[config.mk]
export PLATFORM = sky130hd
export DESIGN_NAME = motor_index_counter
export DESIGN_NICKNAME = d
export VERILOG_FILES = /design/src/rtl/motor_index_counter.sv
export SDC_FILE = /design/constraint.sdc
export NUM_CORES = 1
export LEC_CHECK = 0
export ABC_AREA = 0
export CAP_MARGIN = 10
export CELL_PAD_IN_SITES_DETAIL_PLACEMENT = 0
export CELL_PAD_IN_SITES_GLOBAL_PLACEMENT = 2
export CORE_MARGIN = 10
export CORE_UTILIZATION = 36
export CTS_CLUSTER_SIZE = 24
export DETAILED_ROUTE_END_ITERATION = 7
export PLACE_DENSITY = 0.9
export SYNTH_ARGS = -nofsm -noshare
export SYNTH_HDL_FRONTEND = slang
export SYNTH_SLANG_ARGS = --single-unit
[constraint.sdc]
create_clock -name clk -period 7.6 [get_ports clk]
set_input_delay 1.14 -clock clk [delete_from_list [all_inputs] [get_ports clk]]
set_output_delay 1.14 -clock clk [all_outputs]
set_load 0.02 [all_outputs]
[src/rtl/motor_index_counter.sv]
// Motor index mark counter: synchronises and debounces the photo-interrupter pulse, times each
// revolution, and tracks lock/stall health with glitch rejection.
module motor_index_counter #(
    parameter int SYNC_STAGES = 2,
    parameter int DEBOUNCE    = 16,
    parameter int MIN_PERIOD  = 1_000_000,
    parameter int MAX_PERIOD  = 50_000_000,
    parameter int TOL_SHIFT   = 6
) (
    input  logic        clk,
    input  logic        rst,
    input  logic        zero_sig_in,
    output logic [31:0] cycle_cnt,
    output logic [31:0] period,
    output logic        period_valid,
    output logic [15:0] rev_cnt,
    output logic        motor_ok,
    output logic        motor_stall,
    output logic [7:0]  glitch_cnt
);

    localparam int              DB_W    = $clog2(DEBOUNCE + 1);
    localparam logic [DB_W-1:0] DB_LAST = DB_W'(DEBOUNCE - 1);
    localparam logic [31:0]     SAT     = 32'(MAX_PERIOD - 1);
    localparam logic [32:0]     MIN_V   = 33'(MIN_PERIOD);

    typedef enum logic [1:0] {IDLE, RUN, LOCKED, STALL} state_t;

    state_t                 state;
    state_t                 state_next;
    logic [SYNC_STAGES-1:0] sync;
    logic                   sync_out;
    logic                   filt;
    logic [DB_W-1:0]        db_cnt;
    logic                   index_evt;
    logic [31:0]            prev_period;
    logic [32:0]            cnt_inc;
    logic [32:0]            diff;
    logic [32:0]            tol;
    logic                   in_tol;
    logic                   accept;
    logic                   reject;
    logic                   report;

    assign sync_out = sync[SYNC_STAGES-1];

    // The filtered level only follows the synchroniser after DEBOUNCE consecutive differing samples.
    always_ff @(posedge clk or posedge rst) begin
        if (rst) begin
            sync      <= '0;
            filt      <= 1'b0;
            db_cnt    <= '0;
            index_evt <= 1'b0;
        end else begin
            sync      <= {sync[SYNC_STAGES-2:0], zero_sig_in};
            index_evt <= 1'b0;
            if (sync_out != filt) begin
                if (db_cnt == DB_LAST) begin
                    filt      <= sync_out;
                    db_cnt    <= '0;
                    index_evt <= sync_out;
                end else begin
                    db_cnt <= db_cnt + DB_W'(1);
                end
            end else begin
                db_cnt <= '0;
            end
        end
    end

    always_ff @(posedge clk or posedge rst) begin
        if (rst) state <= IDLE;
        else     state <= state_next;
    end

    always_comb begin
        cnt_inc    = {1'b0, cycle_cnt} + 33'd1;
        diff       = (cnt_inc >= {1'b0, prev_period}) ? cnt_inc - {1'b0, prev_period}
                                                      : {1'b0, prev_period} - cnt_inc;
        tol        = {1'b0, prev_period >> TOL_SHIFT};
        in_tol     = (prev_period != '0) && (diff <= tol);
        accept     = 1'b0;
        reject     = 1'b0;
        report     = 1'b0;
        state_next = state;
        case (state)
            IDLE, STALL: begin
                if (index_evt) begin
                    accept     = 1'b1;
                    state_next = RUN;
                end
            end
            RUN, LOCKED: begin
                // An index on the saturation cycle is still a revolution, so it beats the stall check.
                if (index_evt && (cnt_inc < MIN_V)) begin
                    reject = 1'b1;
                end else if (index_evt) begin
                    accept     = 1'b1;
                    report     = 1'b1;
                    state_next = in_tol ? LOCKED : RUN;
                end else if (cycle_cnt == SAT) begin
                    state_next = STALL;
                end
            end
            default: state_next = IDLE;
        endcase
    end

    always_ff @(posedge clk or posedge rst) begin
        if (rst) begin
            cycle_cnt    <= '0;
            period       <= '0;
            period_valid <= 1'b0;
            rev_cnt      <= '0;
            glitch_cnt   <= '0;
            prev_period  <= '0;
        end else begin
            period_valid <= report;
            if (accept)                cycle_cnt <= '0;
            else if (cycle_cnt != SAT) cycle_cnt <= cycle_cnt + 32'd1;
            if (report) begin
                period      <= cnt_inc[31:0];
                prev_period <= cnt_inc[31:0];
                rev_cnt     <= rev_cnt + 16'd1;
            end else if (accept) begin
                prev_period <= '0;
            end
            if (reject && (glitch_cnt != 8'hFF)) glitch_cnt <= glitch_cnt + 8'd1;
        end
    end

    assign motor_ok    = (state == LOCKED);
    assign motor_stall = (state == STALL);

endmodule

Word level (Yosys, flattened, before mapping)
Cells that the tools add are included.
W data, S select, Z words.
- register bits: 132
- input port bits: 3
- add/sub/neg operators: 7
- order comparisons: 3
- equal/unequal tests: 11
- multiplexer cells: 21
- reductions and logical operators: 11
- operators with widths (kind ; number):
    $mux W32 ; 4
    $add A32 B1 Y33 const B ; 1
    $ge A33 B32 Y1 ; 1
    $le A33 B26 Y1 ; 1
    $lt A33 B20 Y1 const B ; 1
    $mux W33 ; 1
    $sub A32 B33 Y33 ; 1
    $sub A33 B32 Y33 ; 1
    $add A32 B1 Y32 const B ; 1
    $eq A32 B26 Y1 const B ; 1
    $ne A32 B26 Y1 const B ; 1
    $reduce_bool A32 Y1 ; 1
    $add A16 B1 Y16 const B ; 1
    $mux W2 ; 5
    $mux W5 ; 2
    $add A8 B1 Y8 const B ; 1
    $ne A8 B8 Y1 const B ; 1
    $mux W1 ; 7
    $add A5 B1 Y5 const B ; 1
    $eq A5 B4 Y1 const B ; 1
    $eq A2 B2 Y1 const B ; 2
    $ne A2 B2 Y1 const B ; 2
    $pmux W2 S2 ; 1
    $reduce_bool A2 Y1 ; 2
    other kinds (9) ; 12

Logic depth before layout (Yosys ltp)
Gate-level depths: netlist (run 1).
- depth after elaboration: 9
- depth in mapped cells: 30
- mapped depth without buffers: 28

Worst setup path before layout (run 1)
OpenSTA, ideal clock, no wires.
- path kind: reg2reg
- from: register cycle_cnt[0]
- to: register state[0]
- library setup time: 0.124 ns
- arrival: 6.395 ns
- required time: 7.476 ns
- slack: 1.081 ns
- cell stages (with the launch flop): 31
- path buffers: 2
- clock period less this slack: 6.519 ns
- cells stage by stage: dfrtp_1 ha_1 nand2_1 nor4_4 and4_1 nand2_1 xor2_1 inv_1 ha_1 clkbuf_1 nand4_1 nor4_1 nand4_1 o211ai_2 nor2_1 nand2_1 clkbuf_1 nor2_1 or3_1 xor2_1 ha_1 a21o_1 a21o_1 a21o_1 a21o_1 a21oi_1 nor2b_1 o21ai_0 a21oi_1 or4b_1 o31a_1
- cells in the longest elaborated chain, start to end: 9
- elaborated cells on any way between the ends: 17
- RTL lines (what ; RTL line ; text):
    start, declared ; 13 ; output logic [31:0] cycle_cnt,
    start signal, assigned ; 120 ; else if (cycle_cnt != SAT) cycle_cnt <= cycle_cnt + 32'd1;
    $add A32 B1 Y33 * ; 77 ; cnt_inc = {1'b0, cycle_cnt} + 33'd1;
    via cnt_inc[28] ; 37 ; logic [32:0] cnt_inc;
    $sub A32 B33 Y33 (tied with other cells) ; 79 ; : {1'b0, prev_period} - cnt_inc;
    $mux W33 ; 78 ; diff = (cnt_inc >= {1'b0, prev_period}) ? cnt_inc - {1'b0, prev_period}
    $le A33 B26 Y1 ; 81 ; in_tol = (prev_period != '0) && (diff <= tol);
    $logic_and A1 B1 Y1 ; 81 ;
    $mux W2 ; 100 ; state_next = in_tol ? LOCKED : RUN;
    $mux W2 ; 97 ; end else if (index_evt) begin
    $mux W2 ; 95 ; if (index_evt && (cnt_inc < MIN_V)) begin
    $pmux W2 S2 ; 86 ; case (state)
    end signal, assigned ; 73 ; else state <= state_next;
    end, declared ; 29 ; state_t state;
The timed path passes the listed nets; every way through them passes the cells marked *. The select of a mux whose other input is x is not followed.
A chain may end at the register's enable or synchronous reset.

Final worst setup path (run 1)
- from: register cycle_cnt[6]
- to: register state[0]
Same word-level chain as after synthesis.

==> results of run 1 <==
logic make-up (layout without fill, tap and decap cells):
kind of cell	count (synthesis)	after routing	share of synthesized area
compound gates	335	335	0.204
xor+xnor	88	88	0.0774
fa+ha+maj	98	98	0.125
buf+inv	148	246	0.0588
flops	132	132	0.332
mux	15	15	0.0157
simple gates	376	376	0.188
where the power goes:
part	internal (W)	switching (W)
clock	0.000583	0.000318
combinational	0.000447	0.000610
sequential	0.000712	0.0000135
total	0.00174	0.000941
registers in the layout, indices dropped and copies added (netlist names):
name	cells
index_evt	1
db_cnt	5
state	2
sync	2
rev_cnt	16
prev_period	32
filt	1
period	32
period_valid	1
glitch_cnt	8
cycle_cnt	32
stage by stage:
| stage | hold slack (ps) | power, W | utilization | std cells |
|---|---|---|---|---|
| after floorplan | 331 | 0.00146 | - | 1192 |
| after global placement | 333 | 0.00176 | 0.419 | 1631 |
| after detailed placement | 339 | 0.00176 | 0.419 | 1631 |
| after CTS | 352 | 0.00267 | 0.443 | 1662 |
| after global routing | 356 | 0.00284 | 0.443 | 1662 |
| final | 349 | 0.00268 | 0.443 | 1662 |
cell type report:
type,instances,area share
multi-input cells,912,0.507
flip-flops and latches,132,0.275
clock inverters,12,0.0170
clock buffers,19,0.0360
inverters,90,0.0285
repair buffers,125,0.0975
well taps,372,0.0387
final timing paths:
| check | end | slack, ps | depth (start not counted) |
|---|---|---|---|
| setup / recovery | state[0] | 550 | 27 |
| hold / removal | sync[1] | 350 | 0 |
| setup reg to reg | state[0] | 550 | 27 |
| hold reg to reg | sync[1] | 350 | 0 |
| max in group asynchronous | sync[0] | 5130 | 3 |
| min in group asynchronous | period[12] | 1210 | 2 |
cell usage in the layout, fill, tap and decap left out, types with 17 or more instances in the layout:
master	instances
sky130_fd_sc_hd__a21o_1	23
sky130_fd_sc_hd__xor2_1	43
sky130_fd_sc_hd__inv_1	89
sky130_fd_sc_hd__a21oi_1	107
sky130_fd_sc_hd__nor3_1	23
sky130_fd_sc_hd__buf_4	32
sky130_fd_sc_hd__o21ai_0	89
sky130_fd_sc_hd__nand3_1	35
sky130_fd_sc_hd__dfrtp_1	132
sky130_fd_sc_hd__nand2_1	102
sky130_fd_sc_hd__xnor2_1	45
sky130_fd_sc_hd__clkbuf_16	17
sky130_fd_sc_hd__o22ai_1	37
sky130_fd_sc_hd__clkdlybuf4s50_1	93
sky130_fd_sc_hd__ha_1	96
sky130_fd_sc_hd__nand4_1	35
sky130_fd_sc_hd__nor2_1	104
routing by layer:
layer	wire [um]	up-vias
met5	0	-
met4	711	0
met3	2100	37
met2	14500	277
met1	16500	4506
li1	-	4401
critical path, delay by kind of cell, from the launching register on:
family / cells / cell delay, ps
and+or+nand+nor: 10 / 2770
AOI/OAI and AO/OA: 11 / 2050
adders and majority gates: 2 / 740
DFF: 1 / 540
xor gates and xnor gates: 2 / 490
buffers and inverters: 2 / 320
==> results, run 1 <==
- The flow ran to the end, and the final reports show no timing, DRC or antenna violations.
- The share of the Yosys chip area taken by registers is 0.332.
- The clock tree synthesis step divided the H-tree into 4 levels.
- The analysis attributes to cell leakage a power of 5.67 nW.
- The startpoint of the worst register-to-register path is cycle_cnt[6].
- TritonCTS built the clock tree.
- The average detailed-routed wire length per instance is 20.4 um.
- At the pin with the least slew margin, the transition time is 840 ps.
- The synthesized netlist net count is 1293.
- The final count of hold timing violations is 0.
- After clock tree synthesis, the clock-pin slew on the worst setup and hold paths is 70 ps.
- The biggest area contributor in the post-synthesis netlist is sky130_fd_sc_hd__dfrtp_1.
- After the last flow step, the layout net total stands at 1379.
- The first global-routing pass estimated 54800 um of wire.
- The met2 demand-to-capacity share in global routing is 0.286.
- The count of antenna-violating nets left after detailed routing is 0.
- The worst setup path is launched from a register.
- The number of buffers on the longest clock path is 2.
- The count of unique library cells instantiated by Yosys is 64.
- Measured against its own limit, the worst slew margin works out to 0.435.
- The critical path in this run is classified as reg -> reg.
- Tracing the worst setup path back leads to its startpoint at cycle_cnt[6].
- In this run, synthesis produced a sequential element count of 132.
- After clock tree synthesis, the flow added hold-fix buffers numbering 0.
- The maximum clock frequency is 0.142 GHz.
- In the global route stage, met1 resource usage came out at 0.272.
- The required time at the worst-slack endpoint is 7890 ps.
- Port buffering added 93 buffers.
- The multi-input combinational cells in the finished layout cover a total of 0.00609 mm2.
- The filler cells instantiated in the layout total 2681.
- The global routing usage on met3 is 0.0408.
- For this block, the initial DRC count from the detailed router was 694.
- Clock tree synthesis inserted a total of 17 buffers.
- The fraction of the cycle the final worst path needs is 0.928.
- The async set-reset flop share out of synthesis is 1.00.
- For this block, the routed nets add up to 33800 um of wire.
- Gates resized during post-CTS repair numbered 0.
- The most common cell in the netlist is sky130_fd_sc_hd__dfrtp_1.
- The max-slew violation total from the final report is 0.
- The floorplan step set the die height to 186 um.
- The later pin in the worst-skew pair is clocked with a latency of 420 ps.
- The total global routing track utilization is 0.192.
- The number of antenna violations at the first check in global routing is 0.
- The accumulated negative setup slack is 0 ps.
- The HPWL after detailed placement is 26600 um.
- Sorting the synthesized cells by how often they occur yields sky130_fd_sc_hd__dfrtp_1 (132), sky130_fd_sc_hd__a21oi_1 (107), sky130_fd_sc_hd__nor2_1 (104).
- Setup violations remaining at the end of the flow were counted as 0.
- After synthesis, the cell types taking the most area are sky130_fd_sc_hd__dfrtp_1 (33%), sky130_fd_sc_hd__ha_1 (12%), sky130_fd_sc_hd__a21oi_1 (5.4%).
- A synthesized cell averages 8.35 um2.
- The x dimension of the die is 186 um.
- The pin count of the biggest net entering global routing is 74.
- The most used flip-flop cell after synthesis is sky130_fd_sc_hd__dfrtp_1.
- The number of setup buffers added after CTS is 0.
- In the routed layout, each cell is associated on average with a via count of 5.55.
- The via count of the first global-routing pass is 9332.
- The post-layout instance area is 0.0120 mm2.
- Before antenna repair, the detailed router went through 5 iterations.
- Setup repair after global routing left no endpoint under its margin.
- The critical-path maximum fanout is 13.
- The largest individual stage delay along the critical path comes from the cell sky130_fd_sc_hd__dfrtp_1.
- Relative to the synthesized area, the layout overhead comes to 20.7%.
- The initial utilization of the core area, before any placement, comes to 0.367.
- The worst setup skew after layout is 17.4 ps.
- The worst setup path is captured at a register.
- The gate count after technology mapping is 1192.
- Of the post-synthesis cell area, the dominant cell type holds 0.332.
- The tree is rooted in a sky130_fd_sc_hd__clkbuf_16.
- CTS saw 132 sinks.
- For this design the ratio of total power to cell area is 223 mW/mm2.
- The minimum clock period after layout is 7050 ps.
- The floorplan step defined a die boundary enclosing 0.0347 mm2.
- The repair_antennas step left the layout with diodes totalling 0.
- The sequential cells in the finished layout cover a total of 0.00330 mm2.
- The final worst slack is 546 ps.
- The start point of the worst min-delay path is sync[0].
- The global routing stage identified its most utilized layer as met2.
- The fraction of final layout cells sized beyond drive strength 1 is 0.0651.
- The standard cell core area is 0.0271 mm2.
- For the worst setup path, the data arrival time is 7350 ps.
- The final RePlAce weighted congestion is 0.947.
- The total number of vias is 9221.
- The synthesized netlist occupies a cell area of 0.00996 mm2.
- Pin placement for this block handled 94 I/O pins.
- Yosys mapped a number of flops with a built-in enable equal to 0.
- The floorplan has 60 rows.
- The worst-case setup slack after placement is 580 ps.
- The count of max-cap constraint violations is 0.
- The peak supply drop is 133 uV.
- For this run, design rule violations remaining after detail routing come to 0.
- The highest cell delay on the worst timing path is 540 ps.
- The total overflow left after global routing is 0.
- The path class of the lowest-slack min-delay path is reg -> reg.
- The total cell area at the placement stage is 0.0114 mm2.
- The number of warnings issued by yosys is 0.
(Power assumes the default switching activity.)
==> inputs of run 2 (changes only) <==
--- a/config.mk
+++ b/config.mk
@@ -10,10 +10,12 @@
 export CELL_PAD_IN_SITES_DETAIL_PLACEMENT = 0
 export CELL_PAD_IN_SITES_GLOBAL_PLACEMENT = 2
 export CORE_MARGIN = 10
-export CORE_UTILIZATION = 36
+export CORE_UTILIZATION = 40
 export CTS_CLUSTER_SIZE = 24
 export DETAILED_ROUTE_END_ITERATION = 7
+export DONT_BUFFER_PORTS = 1
 export PLACE_DENSITY = 0.9
 export SYNTH_ARGS = -nofsm -noshare
 export SYNTH_HDL_FRONTEND = slang
 export SYNTH_SLANG_ARGS = --single-unit
+export TNS_END_PERCENT = 5
==> constraint.sdc (replaced) <==
create_clock -name clk -period 7 [get_ports clk]
set_input_delay 1.05 -clock clk [delete_from_list [all_inputs] [get_ports clk]]
set_output_delay 1.05 -clock clk [all_outputs]
set_load 0.02 [all_outputs]
==> run 2 against run 1 <==
Global-route usage is 2.2 points higher. Non-clock buffer count is 41 lower. Fmax is 5.5% higher. Final area is 4.7% lower. Clock skew is 6.7 ps lower. Critical path type unchanged. Worst setup slack worse by 230 ps. Combinational power is 10% higher. Largest cell class unchanged. Core utilization is 2.6 points higher.
==> results, run 2 (synthesis gave the netlist of run 1 again) <==
- The flow ran to the end, and the final reports show no timing, DRC or antenna violations.
- Across the run, the number of max-cap violations was 0.
- The worst-case setup slack after placement is 301 ps.
- The final worst slack is 316 ps.
- The CTS buffer count is 17.
- Of the total power, combinational logic draws 0.404.
- The x dimension of the die is 178 um.
- On the critical path, the stage with the largest delay is an instance of sky130_fd_sc_hd__or4b_1.
- The commonest non-fill, non-tap cell in the layout is sky130_fd_sc_hd__dfrtp_1.
- The peak supply drop is 195 uV.
- The switching power summed over all nets is 0.00103 W.
- The kind of critical path is reg -> reg.
- The net switching fraction of the power is 0.355.
- The total number of vias is 9159.
- The final cell count without fillers is 1574.
- Once detail routing completed, the nets flagged for antenna violations numbered 0.
- The vertical extent of the die is 178 um.
- The floorplan step defined a core boundary enclosing 0.0244 mm2.
- Dividing the detail-routed wire length by the instance count gives 21.6 um.
- In this run, the number of DRC markers left after iteration 0 of detailed routing was 670.
- For this run, the slowest stage of the critical path takes 520 ps.
- For the worst setup path, the data arrival time is 6980 ps.
- The reg-to-reg setup timing slack is 320 ps.
- The die covers 0.0316 mm2.
- Of the cells placed in the final design, the portion with a size suffix greater than 1 is 0.118.
- In the final layout, the registers with the most flip-flops are cycle_cnt x32, period x32, prev_period x32.
- The power density over the cells is 253 mW/mm2.
- The internal power of the cells totals 0.00187 W.
- In this run the tool buffered the top-level ports with 0 buffer cells.
- Buffers inserted to repair hold after CTS numbered 0.
- The worst setup skew after layout is 10.7 ps.
- The number of antenna diodes is 0.
- The synthesis-to-finish area growth is 15.0%.
- The minimum clock period after layout is 6680 ps.
- At the worst endpoint, the required time is 7290 ps.
- The final count of hold timing violations came to 0.
- The latest clock arrival within the worst-skew pair is 410 ps.
- The path class of the lowest-slack min-delay path is reg -> reg.
- STA classifies the critical path startpoint as a register.
- In this run the count of I/O pins placed on the die edge is 94.
- The number of nets in the layout is 1338.
- The number of antenna violations at the first check in global routing is 0.
- The max-slew violation total from the final report is 0.
- The cell leakage power is 5.64 nW.
- The clock sink total is 132.
- The worst slew margin relative to its limit is 0.376.
- Dividing the detail-routed via count by the number of cells gives 5.82.
- The root buffer cell chosen for the clock tree is sky130_fd_sc_hd__clkbuf_16.
- The via count of the first global-routing pass is 9106.
- The worst-margin pin slew is 937 ps.
- In this run the deepest clock path goes through 2 buffers.
- The share of total power dissipated in sequential elements is 0.270.
- The kind of end point of the critical path is a register.
- The library cells used most frequently in the layout, excluding fill and tap cells, are sky130_fd_sc_hd__dfrtp_1 (129), sky130_fd_sc_hd__a21oi_1 (105), sky130_fd_sc_hd__nor2_1 (103).
- Of the available clock period, the critical path in the final layout requires 0.955.
- The critical path's most frequent cell is sky130_fd_sc_hd__a21o_1.
- Entering global routing, the biggest net connects 95 pins.
- The first global-routing pass estimated 53000 um of wire.
- The TritonCTS clock tree is yes.
- The total global routing track utilization is 0.214.
- For this run, the share of the core covered by cells in the final layout is 0.469.
- The cell count after placement is 1538.
- Adding up every negative setup slack in the final design gives 0 ps.
- In this run the worst path has a maximum fanout of 7.
- The HPWL after detailed placement is 27300 um.
- For this run, design rule violations remaining after detail routing come to 0.
- The clock network fraction of total power is 0.327.
- Power comes to 0.00290 W.
- The H-tree depth is 4.
- The total detailed-routing wirelength is 34000 um.
- After clock tree synthesis, the clock-pin slew on the worst setup and hold paths is 60 ps.
- The final setup violation count is 0.
- The maximum clock frequency is 0.150 GHz.
- The total overflow left after global routing is 0.
- The congestion estimate from routability-driven global placement came to 0.962.
- The first detailed-routing pass ran for 5 iterations.
- The number of cell rows is 57.
- The effective utilization at floorplan is 0.408.
[run 2: changes by cell type in the layout (fill, tap and decap cells not counted), moves of 3 or more]
cell,change
sky130_fd_sc_hd__clkdlybuf4s50_1,-93
sky130_fd_sc_hd__buf_4,+52
sky130_fd_sc_hd__dfrtp_1,-3
sky130_fd_sc_hd__dfrtp_2,+3
[run 2: metrics by stage]
step                      area (um2)  hold WS, ps
final                          11400          350
after global routing           11400          359
after CTS                      11400          352
after detailed placement       10700          342
after global placement         10700          333
after floorplan                 9960          331
[run 2: path summary, 6_finish.rpt]
path | startpoint | end | cells after the start
min in group asynchronous | rst | period[0] | 1
hold / removal | sync[0] | sync[1] | 0
setup / recovery | cycle_cnt[0] | state[0] | 28
max in group asynchronous | rst | cycle_cnt[16] | 2
hold reg to reg | sync[0] | sync[1] | 0
setup reg to reg | cycle_cnt[0] | state[0] | 28
[run 2: routing by layer]
metal  global-route usage  vias to the layer above  wire [um]
met5                    0                        -          0
met3               0.0623                       51       3240
met1                0.290                     4396      15200
li1                     -                     4318          -
met4               0.0674                        0        760
met2                0.322                      394      14800
[run 2: worst max-delay path, delay by kind of cell (launching register included)]
kind                       cells  cell delay, ps
AOI/OAI and AO/OA             11            1990
xor gates and xnor gates       2             660
adders and majority gates      3             910
buffers and inverters          3             410
DFF                            1             450
muxes                          1             290
and+or+nand+nor                8            1840
[run 2: layout make-up]
type                    instances  area, um2
repair buffers                 84        631
inverters                      90        343
flip-flops and latches        132       3310
multi-input cells             912       6130
well taps                     324        405
fillers                      2385      12900
clock inverters                13        196
clock buffers                  19        433
[run 2: power groups by stage]
| stage | registers [W] | logic [W] | clock network [W] |
|---|---|---|---|
| after floorplan | 0.000805 | 0.000785 | 0 |
| after global placement | 0.000795 | 0.00114 | 0 |
| after detailed placement | 0.000796 | 0.00112 | 0 |
| after CTS | 0.000782 | 0.00114 | 0.000964 |
| after global routing | 0.000783 | 0.00128 | 0.00100 |
| final | 0.000782 | 0.00117 | 0.000948 |
[run 2: what timing repair did]
action / 4_1_cts / 5_1_grt
setup endpoints to repair: 0 / 2
gates resized for setup: 0 / 16
buffers inserted: 0 / 4
==> inputs of run 3 (changes only) <==
--- a/config.mk
+++ b/config.mk
@@ -14,6 +14,7 @@
 export CTS_CLUSTER_SIZE = 24
 export DETAILED_ROUTE_END_ITERATION = 7
 export DONT_BUFFER_PORTS = 1
+export GPL_TIMING_DRIVEN = 0
 export PLACE_DENSITY = 0.9
 export SYNTH_ARGS = -nofsm -noshare
 export SYNTH_HDL_FRONTEND = slang
==> run 3 against run 2 <==
Routed wire length is 2.4% higher. Total power decreased by 0.96%. Global-route usage increased by 0.24 points. Sequential share of layout area shrank 1.1 points.
==> results, run 3 (synthesis gave the netlist of run 1 again) <==
- Summing over every cut layer, the via total after detailed routing is 9226.
- The largest registers in the layout are cycle_cnt x32, period x32, prev_period x32.
- The cell leakage power is 5.68 nW.
- The combined buffer and inverter count along the critical path is 5.
- The count of nets left with antenna violations once routing finished came out at 0.
- Counting tap cells, the placed design contains a total of 1517 instances.
- For the worst-skew pair, the clock arrives at the later sink with an insertion delay of 420 ps.
- For this run, the share of the core covered by cells in the final layout is 0.490.
- In the finished design, the share of the clock period the worst path needs comes to 0.988.
- The synthesis-to-finish area growth is 20.1%.
- The library cells used most frequently in the layout, excluding fill and tap cells, are sky130_fd_sc_hd__dfrtp_1 (112), sky130_fd_sc_hd__nor2_1 (99), sky130_fd_sc_hd__nand2_1 (96).
- The HPWL after detailed placement is 27000 um.
- The TritonCTS clock tree is yes.
- The peak supply drop is 148 uV.
- The final RePlAce weighted congestion is 0.930.
- The count of buffers from port buffering is 0.
- At the pin with the least slew margin, the transition time is 778 ps.
- The worst setup path is launched from a register.
- The critical-path cell with the highest stage delay is sky130_fd_sc_hd__dfrtp_2.
- The mean number of vias per cell is 5.84.
- In this design, the largest share of critical-path delay is due to simple AND/OR/NAND/NOR gates.
- The effective utilization at floorplan is 0.408.
- The floorplan has 57 rows.
- Counting I/O delays and the setup requirement, the final critical path takes 6920 ps.
- The final setup violation count is 0.
- The number of antenna violations at the first check in global routing is 0.
- The first TritonRoute pass finished after 5 iterations.
- The fraction of final layout cells sized beyond drive strength 1 is 0.176.
- The filler cells instantiated in the layout total 2377.
- The average detailed-routed wire length per instance is 22.0 um.
- The critical-path maximum fanout is 10.
- In this run the horizontal extent of the chip is 178 um.
- The critical path's most frequent cell is sky130_fd_sc_hd__buf_4.
- Global routing finished with a remaining overflow of 0.
- The power density over the cells is 240 mW/mm2.
- The DRC violation count after routing is 0.
- The final count of hold timing violations is 0.
- Max-cap violations in this run came to 0.
- Data arrives at the worst endpoint at 7210 ps.
- Hold is met by 351 ps.
- The flow ran to the end, and the final reports show no timing, DRC or antenna violations.
- The H-tree depth is 4.
- The area of the die is 0.0316 mm2.
- The required time at the worst-slack endpoint is 7290 ps.
- The vertical extent of the die is 178 um.
- The number of nets in the layout is 1345.
- The post-layout instance area is 0.0120 mm2.
- The detailed router finished its first iteration with 604 violations.
- The final worst slack is 83.1 ps.
- The critical path is of the reg -> reg type.
- The total global routing track utilization is 0.217.
- The core region is 0.0244 mm2.
- The final cell count without fillers is 1581.
- The total cell area at the placement stage is 0.0104 mm2.
- The clock-pin transition on the worst setup and hold timing paths is 60 ps.
- The pin count of the biggest net entering global routing is 87.
- The tightest min-delay check is of the reg -> reg type.
- The max-slew violation total from the final report is 0.
- The number of antenna diodes is 0.
- The worst slew margin relative to its limit is 0.477.
- The worst-case setup slack after placement is -1570 ps.
- The clock passes through at most 2 buffers.
- The total detailed-routing wirelength is 34800 um.
- The library cell used most frequently in the layout, excluding fill and tap cells, is sky130_fd_sc_hd__dfrtp_1.
- Clock tree synthesis selected as its root buffer the cell sky130_fd_sc_hd__clkbuf_16.
- The via count of the first global-routing pass is 8879.
- For this design, the sink count on the clock tree is 132.
- 94 I/O pins were placed.
- Static timing analysis puts the maximum clock frequency at 0.145 GHz.
- The worst setup skew after layout is 8.65 ps.
- STA classifies the critical path endpoint as a register.
- Buffers inserted during clock tree synthesis total 17.
- The first-pass GRT wire length is 52900 um.
- In this design, the stage delay of the slowest critical-path cell is 540 ps.
## run 3: cell count changes in the layout (fill, tap and decap cells not counted), sizes merged
cell | before | now
clkinv | 4 | 6
buf | 84 | 72
bufinv | 4 | 1
inv | 94 | 93
clkinvlp | 1 | 4
clkbuf | 19 | 37
## run 3: layout make-up
class	instances	area (um2)	share of cell area
Multi-Input combinational cell	912	6700	0.560
Timing Repair Buffer	42	340	0.0284
Clock inverter	14	128	0.0107
Sequential cell	132	3330	0.278
Clock buffer	18	439	0.0367
Tap cell	324	405	0.0339
Buffer	49	275	0.0230
Inverter	90	343	0.0287
## run 3: path summary, 6_finish.rpt
path / start / endpoint / slack, ps / cells after the start
setup / recovery: cycle_cnt[8] / state[0] / 80 / 27
hold / removal: sync[0] / sync[1] / 350 / 0
setup reg to reg: cycle_cnt[8] / state[0] / 80 / 27
hold reg to reg: sync[0] / sync[1] / 350 / 0
max in group asynchronous: rst / state[0] / 5710 / 2
min in group asynchronous: rst / period[0] / 520 / 1
## run 3: per-layer routing
metal,up-vias,global-route usage,wire length [um]
met1,4504,0.287,15200
met2,355,0.328,15500
li1,4317,-,-
met4,0,0.0882,1110
met5,-,0,0
met3,50,0.0567,2880
## run 3: power breakdown
| group | internal [W] | leakage, nW | switching [W] |
|---|---|---|---|
| registers | 0.000774 | 1.79 | 0.0000249 |
| clock network | 0.000500 | 0.269 | 0.000361 |
| logic | 0.000516 | 3.61 | 0.000698 |
## run 3: worst register-to-register path: cells and delay by family (launching register included)
kind                     cells  cell delay, ps
XOR/XNOR                     1             250
AO/OA/AOI/OAI                9            1880
buffers and inverters        5            1130
multiplexers                 1             350
flip-flops                   1             540
adder cells (fa/ha/maj)      2             560
AND/OR/NAND/NOR              9            2080
## run 3: stage by stage
step	TNS, ps	total power (W)
6_report	0	0.00287
4_1_cts	0	0.00282
2_1_floorplan	0	0.00159
5_1_grt	-195	0.00302
3_3_place_gp	-3230	0.00189
3_5_place_dp	-3040	0.00189
## run 3: what timing repair did
item | in CTS | in global routing
setup buffers | 17 | 24
gates cloned | 0 | 0
hold buffers | 0 | 0
pin swaps | 13 | 22
endpoints found under the setup margin | 2 | 2
resized for setup | 82 | 80
